**src/rtl/aes_ila_multi_instr.sv**
```systemverilog
// aes_ila_multi_instr: multi-instruction ILA model of the AES accelerator register window.
// Define AES_ILA_RANDINIT_EN to load state registers from <reg>_randinit inputs on reset.
module aes_ila_multi_instr #(
   parameter int ADDR_W = 16,
   parameter int DATA_W = 8,
   parameter int BLK_W = 128,
   parameter int LEN_W = 16,
   parameter int CNT_W = 8,
   parameter logic [ADDR_W-1:0] BASE_ADDR = 16'hff00
) (
   input  logic              clk,
   input  logic              rst,
   input  logic              start,
   input  logic [ADDR_W-1:0] addr,
   input  logic [DATA_W-1:0] data_in,
   input  logic              stb,
   input  logic              wr,
`ifdef AES_ILA_RANDINIT_EN
   input  logic [BLK_W-1:0]  key0_randinit,
   input  logic [BLK_W-1:0]  ctr_randinit,
   input  logic [LEN_W-1:0]  opaddr_randinit,
   input  logic [LEN_W-1:0]  oplen_randinit,
   input  logic [LEN_W-1:0]  uaes_ctr_randinit,
   input  logic [BLK_W-1:0]  aes_out_randinit,
`endif
   output logic              ila_valid,
   output logic [4:0]        ila_decode,
   output logic              busy,
   output logic [BLK_W-1:0]  key0,
   output logic [BLK_W-1:0]  ctr,
   output logic [LEN_W-1:0]  opaddr,
   output logic [LEN_W-1:0]  oplen,
   output logic [LEN_W-1:0]  uaes_ctr,
   output logic [BLK_W-1:0]  aes_out,
   output logic [5*CNT_W-1:0] step_cnt
);
   typedef enum logic {IDLE, RUN} state_t;
   localparam logic [CNT_W-1:0] CNT_MAX = {CNT_W{1'b1}};
   state_t state_q, state_d;
   logic [BLK_W-1:0] key0_q, key0_d, ctr_q, ctr_d, aes_out_q, aes_out_d;
   logic [LEN_W-1:0] opaddr_q, opaddr_d, oplen_q, oplen_d, uaes_ctr_q, uaes_ctr_d;
   logic [5*CNT_W-1:0] step_q, step_d;
   logic [ADDR_W-1:0] off;
   logic wen;
   logic [LEN_W:0] nxt;
   assign busy = state_q == RUN;
   assign ila_valid = start && !busy;
   assign key0 = key0_q;
   assign ctr = ctr_q;
   assign opaddr = opaddr_q;
   assign oplen = oplen_q;
   assign uaes_ctr = uaes_ctr_q;
   assign aes_out = aes_out_q;
   assign step_cnt = step_q;
   always_comb begin
      off = addr - BASE_ADDR;
      wen = ila_valid && stb && wr;
      ila_decode[0] = wen && off[ADDR_W-1:4] == (ADDR_W-4)'(1);
      ila_decode[1] = wen && off[ADDR_W-1:4] == (ADDR_W-4)'(2);
      ila_decode[2] = wen && off[ADDR_W-1:1] == (ADDR_W-1)'(1);
      ila_decode[3] = wen && off[ADDR_W-1:1] == (ADDR_W-1)'(2);
      ila_decode[4] = wen && off == '0 && data_in[0];
   end
   always_comb begin
      key0_d = key0_q;
      ctr_d = ctr_q;
      opaddr_d = opaddr_q;
      oplen_d = oplen_q;
      uaes_ctr_d = uaes_ctr_q;
      aes_out_d = aes_out_q;
      state_d = state_q;
      // 17-bit sum so an oplen near the top of the range still reaches the exit compare
      nxt = {1'b0, uaes_ctr_q} + (LEN_W+1)'(16);
      if (ila_decode[0]) key0_d[32'(off[3:0])*DATA_W +: DATA_W] = data_in;
      if (ila_decode[1]) ctr_d[32'(off[3:0])*DATA_W +: DATA_W] = data_in;
      if (ila_decode[2]) opaddr_d[32'(off[0])*DATA_W +: DATA_W] = data_in;
      if (ila_decode[3]) oplen_d[32'(off[0])*DATA_W +: DATA_W] = data_in;
      if (ila_decode[4]) begin
         uaes_ctr_d = '0;
         state_d = oplen_q != '0 ? RUN : IDLE;
      end
      if (state_q == RUN) begin
         aes_out_d = aes_out_q ^ key0_q ^ (ctr_q + BLK_W'(uaes_ctr_q[LEN_W-1:4]));
         uaes_ctr_d = nxt[LEN_W-1:0];
         state_d = nxt >= {1'b0, oplen_q} ? IDLE : RUN;
      end
      for (int i = 0; i < 5; i++)
         step_d[i*CNT_W +: CNT_W] = ila_decode[i] ? CNT_W'(1) :
            (step_q[i*CNT_W +: CNT_W] != '0 && step_q[i*CNT_W +: CNT_W] != CNT_MAX) ?
            step_q[i*CNT_W +: CNT_W] + CNT_W'(1) : step_q[i*CNT_W +: CNT_W];
   end
   always_ff @(posedge clk) begin
      if (rst) begin
`ifdef AES_ILA_RANDINIT_EN
         key0_q <= key0_randinit;
         ctr_q <= ctr_randinit;
         opaddr_q <= opaddr_randinit;
         oplen_q <= oplen_randinit;
         uaes_ctr_q <= uaes_ctr_randinit;
         aes_out_q <= aes_out_randinit;
`else
         key0_q <= '0;
         ctr_q <= '0;
         opaddr_q <= '0;
         oplen_q <= '0;
         uaes_ctr_q <= '0;
         aes_out_q <= '0;
`endif
         step_q <= '0;
         state_q <= IDLE;
      end else begin
         key0_q <= key0_d;
         ctr_q <= ctr_d;
         opaddr_q <= opaddr_d;
         oplen_q <= oplen_d;
         uaes_ctr_q <= uaes_ctr_d;
         aes_out_q <= aes_out_d;
         step_q <= step_d;
         state_q <= state_d;
      end
   end
endmodule

```
**config.mk**
```make
export PLATFORM = sky130hd
export DESIGN_NAME = aes_ila_multi_instr
export DESIGN_NICKNAME = d
export VERILOG_FILES = /design/src/rtl/aes_ila_multi_instr.sv
export SDC_FILE = /design/constraint.sdc
export NUM_CORES = 1
export LEC_CHECK = 0
export CORE_MARGIN = 2
export CORE_UTILIZATION = 35
export DETAILED_ROUTE_END_ITERATION = 7
export SYNTH_ARGS = -nofsm -noshare
export SYNTH_HDL_FRONTEND = slang
export SYNTH_SLANG_ARGS = --single-unit
```
**constraint.sdc**
```tcl
create_clock -name clk -period 4.6 [get_ports clk]
set_clock_uncertainty 0.05 [all_clocks]
set_input_delay 0.46 -clock clk [delete_from_list [all_inputs] [get_ports clk]]
set_output_delay 0.46 -clock clk [all_outputs]
set_load 0.01 [all_outputs]
```
==> results of run 1 <==
## synth_stat cells, types with 5 or more instances
cell / number
a2111oi_0: 26
a2111oi_2: 14
a211oi_1: 28
a21o_1: 15
a21oi_1: 108
a31o_2: 26
a31oi_1: 17
and2_1: 20
and3_1: 31
and4_1: 15
buf_1: 20
buf_2: 15
buf_4: 8
clkbuf_1: 141
dfxtp_1: 469
ha_1: 40
inv_1: 49
mux2_1: 7
mux2_2: 33
mux2i_1: 146
nand2_1: 261
nand2b_1: 12
nand3_1: 293
nand4_1: 89
nor2_1: 322
nor2_4: 5
nor2b_1: 40
nor3_1: 43
nor3_4: 8
nor3b_1: 8
nor4_1: 32
nor4_2: 11
o21ai_0: 205
o31ai_1: 8
o41ai_1: 6
or2_2: 45
or3_1: 23
or4_1: 8
xnor2_1: 137
xor2_1: 124
## per-layer routing
layer | vias to the layer above | global-route usage, %
met5 | - | 0
met4 | 0 | 10.7
met3 | 197 | 7.79
met2 | 1164 | 46.9
met1 | 12100 | 37.6
li1 | 11600 | -
## power by group
part           internal (W)  leakage [nW]  total (W)  switching, W
clock               0.00276         0.955    0.00470       0.00194
sequential          0.00408          3.78    0.00411     0.0000275
combinational      0.000144          6.63   0.000444      0.000300
total               0.00699          11.4    0.00925       0.00226
## layout make-up
cell class | instances | area (sq um) | share of cell area, %
clock buffer | 76 | 1600 | 4.80
clock inverter | 26 | 319 | 0.961
inverter | 51 | 198 | 0.595
multi-input combinational | 2300 | 14800 | 44.6
sequential | 469 | 9390 | 28.3
tap | 950 | 1190 | 3.58
timing repair buffer | 586 | 5710 | 17.2
## worst min-delay path by stage
| stage | end | start | slack, ps | cells past startpoint |
|---|---|---|---|---|
| final | ctr[3] | rst | 260 | 2 |
| after global routing | ctr[5] | rst | 260 | 2 |
| after global placement | aes_out[71] | aes_out[71] | 420 | 2 |
| after floorplan | ctr[0] | ctr[0] | 440 | 2 |
| after CTS | key0[61] | rst | 250 | 2 |
| after detailed placement | aes_out[84] | aes_out[84] | 430 | 2 |
## registers in the layout, indices dropped and copies added (netlist names)
register,cells
aes_out,128
busy,1
ctr,128
key0,128
opaddr,16
oplen,16
step_cnt,40
uaes_ctr,12
## cell families (layout without fill, tap and decap cells)
kind of cell | count (synthesis) | after routing | share of synthesized area, %
other | 1 | 4 | 0.0149
xor gates and xnor gates | 261 | 261 | 9.10
DFF | 469 | 469 | 37.4
AOI/OAI and AO/OA | 499 | 499 | 13.0
muxes | 187 | 187 | 7.70
buffers and inverters | 239 | 739 | 3.81
adders and majority gates | 41 | 41 | 2.07
and+or+nand+nor | 1308 | 1308 | 26.9
## per-stage QoR
step,hold slack (ps),std cells,power (W)
finish,260,4458,0.00925
detailed placement,426,4356,0.00464
CTS,253,4458,0.00932
floorplan,442,3008,0.00444
global route,261,4458,0.00952
global placement,420,4356,0.00463
==> reports/qor.txt, run 1 <==
status: finished, final reports clean
Post-CTS Setup Bufs: 0
Antenna Cells: 0
slowest CP cell: a211o_1
Post-Place Cell Area: 31,300 sq um
Max Cap Viol: 0
worst setup margin: 610 ps
met3 wire len: 10.7 mm
Worst Path Max Fanout: 16
synthesized instance count: 3,005
RR Endpoint: aes_out[102]
nets@finish: 3,533
Via density: 5.63
RSZ-0062 raised after global routing: false
met2 wire len: 50.7 mm
YS warnings: 0
gr usage total: 29.2%
Yosys cell types: 92
Core Region: 71,200 sq um
commonest cells after routing, fill and taps aside: clkdlybuf4s50_1 (502), dfxtp_1 (468), nor2_1 (322)
utilization after layout: 46.6%
Worst Reg-to-Reg Cells: 12
pin count of the biggest net entering global routing: 109
Synth top area share: 37.4%
Crit. End Element: flip-flop
wl on met1: 46.7 mm
Seq/Total Area, Yosys: 37.4%
max-slew violation count: 0
area leader, netlist: dfxtp_1
total number of vias: 25,100
Fin. Hold Viols: 0
peak supply drop: 0.000260 V
Die Ht: 272 um
relative slew slack: 19.9%
Final ANT Viol Nets: 0
CTS tree: done
I/O pin total: 508
Mapped Avg Cell Area: 8.36 sq um
die width: 272 um
Tmin final: 3990 ps
initial antenna violation count: 0
HPWL Detailed: 83.9 mm
Slew @ Worst Pin: 1170 ps
Avg WL per Cell: 25.2 um
Clock Pin Slew Worst Setup and Hold Paths: 60 ps
clk sinks: 469
WP data required: 5050 ps
Setup violations, final: 0
Fmax: 251 MHz
initial core utilization: 35.3%
max layer used: met4
Crit. Startpoint: uaes_ctr[4]
critical path type: flip-flop to flip-flop
commonest non-fill, non-tap cell in the layout: clkdlybuf4s50_1
Skew-Pair Late Insertion Delay: 650 ps
CP Cell Sequence: ha_1, inv_1, fa_1, nand2b_1, a21o_1, a211o_1, buf_4, a2111oi_1, buf_4, mux2i_1, xnor2_1, nor2_1
die area: 73,900 sq um
Worst Hold Class: primary input to flip-flop
Final period util: 86.7%
Syn Std Cell Area: 25,100 sq um
reg2reg setup slack: 610 ps
number of synthesized flops with an enable pin: 0
share of cells above drive strength 1: 10.4%
CTS root buffer: clkbuf_16
Post-synth ARST share: 0%
Layout area overhead: 32.2%
Final Instance Area: 33,200 sq um
Fillers: 7,020
first-pass GRT wire length: 161 mm
r2r startpoint: uaes_ctr[4]
vias in the first global route: 22,900
buffers added on ports: 503
DR iter-0 viols: 2,459
hold buffer count at CTS: 0
routability cong.: 0.975
1st-pass router iterations: 6
CP delay by family, top: compound AO/OA/AOI/OAI gates
synth top area cells: dfxtp_1 (37%), nand3_1 (5.8%), mux2i_1 (5.8%)
pwr dens: 279 nW/um^2
Yosys reg bits: 469
CP Capture Point: aes_out[102]
WP buf/inv: 3
total gr overflow: 0
# DRC: 0
Num CTS Buffers: 55
crit-path max cell delay: 640 ps
clk buf depth: 3
leakage power: 11.4 nW
post-cts resize count: 0
CP Launch Type: flip-flop
ys flop type: dfxtp_1
site row count: 98
Arrival @ worst endpoint: 4440 ps
worst slack, placed: 366 ps
most used cell, CP: buf_4
final WL: 113 mm
H-Tree Depth: 2
Levels on crit path: 12
Setup TNS Final: 0 ps
Note: power is estimated with default switching activity, not from simulation.
==> run 2, diff against run 1 <==
MAX_ROUTING_LAYER = met4   (was unset)
==> run 2 against run 1 <==
Effect of this change:
- sequential power barely moved
- total power down 3.1%
- setup slack better by 52 ps
- utilization down 0.088 points
- highest routed layer unchanged
- cell area down 0.19%
- maximum frequency is 1.3% higher
- combinational power about the same
- critical endpoint unchanged
- largest power group unchanged
- clock power is 6.2% lower
==> reports/qor.txt, run 2 (synthesized netlist as in run 1, its figures left out) <==
P_int: 0.00678 W
DR iter-0 viols: 2,586
Combinational Power Share: 5.0%
Seq pwr share: 45.8%
hold endpoint: ctr[0]
critical path type: flip-flop to flip-flop
worst setup margin: 662 ps
I/O pin total: 508
Num CTS Buffers: 55
Tmin final: 3940 ps
GR Util met3: 6.41%
leakage power: 11.3 nW
CTS root buffer: clkbuf_16
share of cells above drive strength 1: 10.4%
vias in the first global route: 22,700
reg2reg setup slack: 660 ps
Fin. Hold Viols: 0
HPWL Detailed: 84.5 mm
Avg WL per Cell: 25.3 um
slowest CP cell: a211o_1
hold_sp: rst
Post-CTS Setup Bufs: 0
Die Ht: 272 um
clk sinks: 469
fin cells: 4,463
die area: 73,900 sq um
Skew-Pair Late Insertion Delay: 630 ps
first-pass GRT wire length: 161 mm
post-cts resize count: 0
site row count: 98
busiest grt layer: met2
CTS tree: done
most used cell, CP: buf_4
net switching power: 0.00219 W
total gr overflow: 0
Layout area overhead: 31.9%
clock share of power: 49.2%
Fmax: 254 MHz
Worst Reg-to-Reg Cells: 12
Final ANT Viol Nets: 0
buffers added on ports: 503
final WL: 113 mm
nets@finish: 3,543
Slew @ Worst Pin: 1130 ps
relative slew slack: 24.5%
CP Cell Sequence: ha_1, inv_1, fa_1, nand2b_1, a21o_1, a211o_1, buf_4, a2111oi_1, buf_4, mux2i_1, xnor2_1, nor2_1
grt met1 use: 38.6%
Setup TNS Final: 0 ps
worst slack, placed: 422 ps
Setup violations, final: 0
M2 GR Usage: 47.1%
Worst Path Max Fanout: 17
placed cells: 4,366
Final period util: 85.6%
r2r startpoint: uaes_ctr[4]
Clock Pin Slew Worst Setup and Hold Paths: 60 ps
initial antenna violation count: 1
pwr dens: 270 nW/um^2
total number of vias: 25,000
Via density: 5.60
crit-path max cell delay: 640 ps
Net Sw Frac: 24.4%
pin count of the biggest net entering global routing: 102
Core Region: 71,200 sq um
status: finished, final reports clean
hold buffer count at CTS: 0
clk buf depth: 3
commonest non-fill, non-tap cell in the layout: clkdlybuf4s50_1
die width: 272 um
routability cong.: 0.996
Max Cap Viol: 0
# DRC: 0
H-Tree Depth: 2
WP data required: 5050 ps
CP Launch Type: flip-flop
hold depth: 2
RR Endpoint: aes_out[102]
initial core utilization: 35.3%
RSZ-0062 raised after global routing: false
max-slew violation count: 0
gr usage total: 30.1%
1st-pass router iterations: 5
peak supply drop: 0.000269 V
Arrival @ worst endpoint: 4390 ps
Crit. End Element: flip-flop
Worst Hold Class: primary input to flip-flop
commonest cells after routing, fill and taps aside: clkdlybuf4s50_1 (502), dfxtp_1 (468), nor2_1 (322)
## run 2: cell types whose count changed in the layout (fill, tap and decap cells not counted), sizes merged
cell / before / now
inv: 53 / 50
clkinv: 16 / 12
diode: 0 / 1
clkinvlp: 2 / 3
clkbuf: 76 / 80
buf: 84 / 94
bufinv: 6 / 2
## run 2: cell type report
cell class | instances | area, sq um
fill | 7016 | 38100
sequential | 469 | 9390
multi-input combinational | 2300 | 14800
clock inverter | 16 | 141
tap | 950 | 1190
inverter | 51 | 198
timing repair buffer | 596 | 5790
clock buffer | 80 | 1630
antenna | 1 | 2.50
## run 2: worst max-delay path, delay by kind of cell, from the launching register on
family	cells	cell delay [ps]
AO/OA/AOI/OAI	3	1510
adder cells (fa/ha/maj)	2	640
buffers and inverters	3	620
flip-flops	1	430
AND/OR/NAND/NOR	2	230
multiplexers	1	210
XOR/XNOR	1	140
## run 2: how the worst max path moves through the flow
stage                   end  slack, ps         from  cells after the start
5_1_grt         aes_out[92]        500  uaes_ctr[4]                     12
3_5_place_dp        ctr[12]        420      addr[8]                      8
6_report       aes_out[102]        660  uaes_ctr[4]                     12
3_3_place_gp        ctr[12]        510      addr[8]                      8
4_1_cts        aes_out[102]        690  uaes_ctr[4]                     12
2_1_floorplan   aes_out[24]       1480  uaes_ctr[4]                     11
## run 2: power by group through the flow
stage               combinational, W  clock, W  sequential [W]
CTS                         0.000446   0.00447         0.00411
global placement            0.000442         0         0.00420
finish                      0.000447   0.00441         0.00411
floorplan                   0.000243         0         0.00420
detailed placement          0.000444         0         0.00420
global route                0.000481   0.00464         0.00411
## run 2: metal layers
| metal | vias to the layer above | routed length [um] |
|---|---|---|
| met1 | 12000 | 47300 |
| met5 | - | 0 |
| met2 | 1137 | 51300 |
| li1 | 11600 | - |
| met4 | 0 | 4160 |
| met3 | 193 | 10100 |
## run 2: stage by stage
| stage | util, % | hold slack (ps) | area [sq um] | total power (W) |
|---|---|---|---|---|
| floorplan | - | 442 | 25100 | 0.00444 |
| global placement | 44.0 | 418 | 31400 | 0.00464 |
| detailed placement | 44.0 | 415 | 31400 | 0.00464 |
| CTS | 46.5 | 294 | 33100 | 0.00902 |
| global route | 46.5 | 320 | 33100 | 0.00923 |
| finish | 46.5 | 281 | 33200 | 0.00896 |
